===== src/rtl/flp_result_sink.sv =====
// flp_result_sink: receives the float FIR output stream, converts each sample to
// saturated signed fixed point through a 2-stage pipeline and buffers it in a
// circular FIFO drained over a valid/ready handshake.
// Optional feature: define FLP_SINK_DROPCNT_EN to add a saturating 16-bit
// dropped-sample counter output (drop_cnt).
module flp_result_sink #(
  parameter int unsigned n_exp  = 8,
  parameter int unsigned n_mant = 23,
  parameter int unsigned W_OUT  = 16,
  parameter int unsigned F_FRAC = 14,
  parameter int unsigned DEPTH  = 8
) (
  input  logic                         clk,
  input  logic                         rst,
  input  logic [n_exp+n_mant:0]        in,
  input  logic                         valid,
  output logic [W_OUT-1:0]             out_data,
  output logic                         out_valid,
  input  logic                         out_ready,
  output logic [$clog2(DEPTH+1)-1:0]   level,
  output logic                         sat,
  output logic                         overrun
`ifdef FLP_SINK_DROPCNT_EN
  ,
  output logic [15:0]                  drop_cnt
`endif
);

  localparam int unsigned LW   = $clog2(DEPTH + 1);
  localparam int unsigned PW   = $clog2(DEPTH);
  localparam int unsigned XW   = n_mant + 1 + W_OUT;
  localparam int          BIAS = int'(2 ** (n_exp - 1)) - 1;
  localparam logic [W_OUT-1:0] MAXP = {1'b0, {(W_OUT - 1){1'b1}}};

  logic                in_sign;
  logic [n_exp-1:0]    in_exp;
  logic [n_mant-1:0]   in_mant;

  logic [W_OUT-1:0]    s1_mag_c;
  logic [XW-1:0]       ext_c;
  int                  lead_c;

  logic                s1_vld;
  logic                s1_sign;
  logic [W_OUT-1:0]    s1_mag;

  logic                clamp_c;
  logic [W_OUT-1:0]    abs_c;
  logic [W_OUT-1:0]    s2_data_c;

  logic                s2_vld;
  logic [W_OUT-1:0]    s2_data;

  logic [W_OUT-1:0]    mem [DEPTH];
  logic [PW-1:0]       rd_ptr;
  logic [PW-1:0]       wr_ptr;

  logic                pop_c;
  logic                full_c;
  logic                push_c;
  logic                drop_c;
  logic [PW-1:0]       rd_nxt_c;
  logic [LW-1:0]       level_nxt_c;
  logic [LW-1:0]       remain_c;
  logic [W_OUT-1:0]    head_nxt_c;

  assign in_sign = in[n_exp+n_mant];
  assign in_exp  = in[n_exp+n_mant-1:n_mant];
  assign in_mant = in[n_mant-1:0];

  // S1 decode: align {1,mant} so the LSB weighs 2**-F_FRAC, truncating toward zero.
  // lead_c is the bit position of the hidden one in the fixed-point result.
  always_comb begin
    s1_mag_c = '0;
    ext_c    = XW'({1'b1, in_mant});
    lead_c   = $signed(32'(in_exp)) - BIAS + int'(F_FRAC);
    if (in_exp == '0) begin
      s1_mag_c = '0;
    end else if ((in_exp == '1) || (lead_c >= int'(W_OUT))) begin
      s1_mag_c = '1;
    end else if (lead_c < 0) begin
      s1_mag_c = '0;
    end else if (lead_c >= int'(n_mant)) begin
      s1_mag_c = W_OUT'(ext_c << (lead_c - int'(n_mant)));
    end else begin
      s1_mag_c = W_OUT'(ext_c >> (int'(n_mant) - lead_c));
    end
  end

  // S1 register.
  always_ff @(posedge clk) begin
    if (rst) begin
      s1_vld  <= 1'b0;
      s1_sign <= 1'b0;
      s1_mag  <= '0;
    end else begin
      s1_vld  <= valid;
      s1_sign <= in_sign;
      s1_mag  <= s1_mag_c;
    end
  end

  // S2 clamp to the symmetric range and apply sign (negating zero yields zero).
  always_comb begin
    clamp_c   = (s1_mag > MAXP);
    abs_c     = clamp_c ? MAXP : s1_mag;
    s2_data_c = s1_sign ? (W_OUT'(0) - abs_c) : abs_c;
  end

  // S2 register and sticky saturation flag.
  always_ff @(posedge clk) begin
    if (rst) begin
      s2_vld  <= 1'b0;
      s2_data <= '0;
      sat     <= 1'b0;
    end else begin
      s2_vld  <= s1_vld;
      s2_data <= s2_data_c;
      sat     <= sat | (s1_vld & clamp_c);
    end
  end

  // FIFO control: push accepted when not full or when a pop frees a slot the same cycle.
  always_comb begin
    pop_c    = out_valid & out_ready;
    full_c   = (level == LW'(DEPTH));
    push_c   = s2_vld & (~full_c | pop_c);
    drop_c   = s2_vld & full_c & ~pop_c;
    rd_nxt_c = pop_c ? (rd_ptr + PW'(1)) : rd_ptr;
    remain_c = level - LW'(pop_c);
    level_nxt_c = remain_c + LW'(push_c);
    if (level_nxt_c == '0) begin
      head_nxt_c = out_data;
    end else if (remain_c == '0) begin
      head_nxt_c = s2_data;
    end else begin
      head_nxt_c = mem[rd_nxt_c];
    end
  end

  // FIFO storage; contents need no reset since level gates visibility.
  always_ff @(posedge clk) begin
    if (push_c) begin
      mem[wr_ptr] <= s2_data;
    end
  end

  // FIFO pointers, occupancy, registered head and sticky overrun.
  always_ff @(posedge clk) begin
    if (rst) begin
      rd_ptr    <= '0;
      wr_ptr    <= '0;
      level     <= '0;
      out_valid <= 1'b0;
      out_data  <= '0;
      overrun   <= 1'b0;
    end else begin
      rd_ptr    <= rd_nxt_c;
      wr_ptr    <= push_c ? (wr_ptr + PW'(1)) : wr_ptr;
      level     <= level_nxt_c;
      out_valid <= (level_nxt_c != '0);
      out_data  <= head_nxt_c;
      overrun   <= overrun | drop_c;
    end
  end

`ifdef FLP_SINK_DROPCNT_EN
  // Dropped-sample counter, saturating at all ones.
  always_ff @(posedge clk) begin
    if (rst) begin
      drop_cnt <= '0;
    end else if (drop_c && (drop_cnt != 16'hFFFF)) begin
      drop_cnt <= drop_cnt + 16'd1;
    end
  end
`endif

endmodule


===== config.mk =====
export PLATFORM = sky130hd
export DESIGN_NAME = flp_result_sink
export DESIGN_NICKNAME = d
export VERILOG_FILES = /design/src/rtl/flp_result_sink.sv
export SDC_FILE = /design/constraint.sdc
export NUM_CORES = 1
export LEC_CHECK = 0
export BUFFER_PORTS_ARGS = -buffer_cell sky130_fd_sc_hd__buf_2
export CORE_MARGIN = 2
export CORE_UTILIZATION = 40
export CTS_CLUSTER_SIZE = 30
export DETAILED_ROUTE_END_ITERATION = 6
export GPL_TIMING_DRIVEN = 0
export PLACE_DENSITY = 0.59
export SKIP_CTS_REPAIR_TIMING = 1
export SLEW_MARGIN = 20
export SYNTH_ARGS = -nofsm -noshare
export SYNTH_HDL_FRONTEND = slang
export SYNTH_SLANG_ARGS = --single-unit

===== constraint.sdc =====
create_clock -name clk -period 5.6 [get_ports clk]
set_clock_uncertainty 0.15 [all_clocks]
set_input_delay 0.84 -clock clk [delete_from_list [all_inputs] [get_ports clk]]
set_output_delay 0.84 -clock clk [all_outputs]
set_load 0.005 [all_outputs]

==> results.cfg <==
[pwr]
power_frac_seq_pct = 38.6
p_sw_share_pct = 33.9
comb_power_share_pct = 35.3
power_uw = 4430
p_per_area_mw_per_mm2 = 409
clock_power_share_pct = 26.0
p_sw_uw = 1500
ir_worst_vdd_mv = 0.269
internal_power_uw = 2930
power.static_leakage_uw = 0.00424

[logic_synthesis]
syn-num-nets = 824
synth_edf_count = 128
yosysMostFrequentCell = edfxtp_1
synth.top_cells.by_area = edfxtp_1 41%, dfxtp_1 14%, mux2i_1 8.5%
ys.flop_type = edfxtp_1
syn-cell-area_sq_mm = 0.00940
synth.largest_area_cell = edfxtp_1
yosysSeqAreaShare_pct = 54.5
synth.top_cell.area_share_pct = 40.9
async_flop_share_pct = 0
synth-seq-cells = 192
syn_area_per_cell_sq_um = 12.2
netlist_instances = 772
synth_common_cells = 128 x edfxtp_1, 89 x nor2_1, 80 x mux2i_1
ys_types = 68
yosys_warnings = 0

[outcome]
status = complete, no violations

[grt]
grt_pass1_wl_um = 34300
grt_max_degree = 17
antenna_found_initial = 0
grt-ovfl-total = 0
grt_util_all_layers_pct = 18.3
grt_pass1_vias = 6165

[clock_tree]
cts_made_buffers = 17
cts_htree_levels = 4
clock_latency_ns = 0.43
cts_tree = yes
cts_root_buf = clkbuf_16
cts.reportedPaths.clkPinSlew_ns = 0.06
cts_sinks = 192
clk_path_buf_depth = 2

[setup_path]
required_ns = 5.81
crit_arrival_ns = 5.06
end_kind = register
critical_path_class = in -> reg
cp-start-kind = input port
cp_max_fo = 11

[layout]
final_layout_size_suffix_gt1_share_pct = 20.0
final_net_count = 913
area_growth_pct = 15.1
num_antenna_cells = 0

[route]
dr_total_vias = 6185
remaining_drc_errors = 0
wl_per_cell_um = 18.1
firstDrtPassIters = 4
first_iter_violations = 361
drtAntennaViolNets = 0
vias_per_cell = 5.18
drt-total-wl_um = 21600

[place]
io_buffers = 57
place.gp.congestion = 0.845
dp_hpwl_um = 15900
dp_slack_ns = 0.299

[sta]
rsz0062_at_grt = false
period_share_pct = 86.6
worst_slew_pin_slew_ns = 0.951
whs_ns = 0.315
drv_slew = 0
setup_tns_ns = 0
setup_viol = 0
fin_ws_ns = 0.752
slew_headroom_pct = 36.6
min_period_ns = 4.85
hold_viol = 0
max_clock_freq_mhz = 206

[floorplan]
die_area_sq_mm = 0.0247
std_cell_rows = 56
core_sq_mm = 0.0233
die_w_um = 157
io_pins = 59
die_h_um = 157
initial_core_util_pct = 40.4

[run]
cap_violations = 0

[hold_path]
min_path_type = reg -> reg
[critical path, stage by stage]
cell and delay, ns:
buf_2 0.10, buf_4 0.17, inv_1 0.12, ha_1 0.31, buf_2 0.26, inv_2 0.15, buf_1 0.30, ha_1 0.32
xnor2_1 0.42, inv_2 0.17, clkbuf_1 0.27, ha_1 0.27, a311o_1 0.31, a31oi_1 0.13, and4_1 0.34, inv_1 0.10
a22oi_2 0.27, and3_1 0.21
[flip-flops by register name, indices dropped and copies added (netlist names)]
name       flops
s1_sign        1
s2_data       16
out_valid      1
s1_vld         1
rd_ptr         3
out_data      16
s2_vld         1
wr_ptr         3
level          4
overrun        1
sat            1
mem          128
s1_mag        16
[per-stage QoR]
step | util [%] | cells | instance area [sq um]
6_report | 46.5 | 1193 | 10800
4_1_cts | 46.5 | 1193 | 10800
3_5_place_dp | 44.1 | 1161 | 10300
3_3_place_gp | 43.4 | 1148 | 10100
2_1_floorplan | - | 772 | 9400
5_1_grt | 46.5 | 1193 | 10800
[kinds of logic (layout without fill, tap and decap cells)]
group                    Yosys count  count (layout)  share of synthesized area [%]
AND/OR/NAND/NOR                  216             216                           10.8
flip-flops                       192             192                           54.5
AO/OA/AOI/OAI                    135             135                           9.65
multiplexers                     120             120                           17.4
buffers and inverters             64             166                           2.78
XOR/XNOR                          29              29                           2.70
adder cells (fa/ha/maj)           16              16                           2.13
[area by class of cell]
class	count	area [sq um]
Buffer	46	194
Sequential cell	192	5120
Multi-Input combinational cell	516	4060
Timing Repair Buffer	70	414
Clock buffer	27	513
Fill cell	2166	12400
Clock inverter	5	53.8
Tap cell	319	399
Inverter	18	67.6
[power groups by stage]
stage                     clock, uW  combinational, uW  sequential [uW]
final                          1150               1560             1710
after global routing           1220               1720             1720
after CTS                      1170               1580             1710
after detailed placement          0               1580             1740
after global placement            0               1560             1740
after floorplan                   0               1110             1720
[cells in the final DEF, fill, tap and decap left out, types with 6 or more instances in the layout]
master     synthesis  routed
edfxtp_1         128     128
nor2_1            89      86
mux2i_1           80      79
buf_2             11      69
nand2_1           64      64
dfxtp_1           64      64
a21oi_1           41      41
mux4_2            34      34
clkbuf_1          27      32
o21ai_0           25      25
xnor2_1           20      20
a211oi_1          18      18
clkbuf_16          0      17
ha_1              16      16
inv_1             15      15
nor2b_1            9       9
xor2_1             9       9
o31ai_1            8       8
buf_4              2       7
and3_1             7       7
buf_1              6       6
and2_1             6       6
a31oi_1            6       6
mux2_2             6       6
o211ai_1           6       6
[worst paths after layout]
check,from,endpoint,slack [ns],cells past startpoint
hold / removal,overrun,overrun,0.31,2
setup / recovery,in[23],s1_mag[2],0.75,18
setup reg to reg,out_valid,out_data[14],2.08,13
hold reg to reg,overrun,overrun,0.31,2
[metal layers]
metal	vias to the layer above	part of all wire, %	track usage [%]
met3	13	2.9	3.00
met1	2999	44	22.9
met5	-	0	0
met2	116	52	33.1
met4	0	0.93	4.03
li1	3057	-	-
No activity file was read; power rests on OpenSTA's default activity.
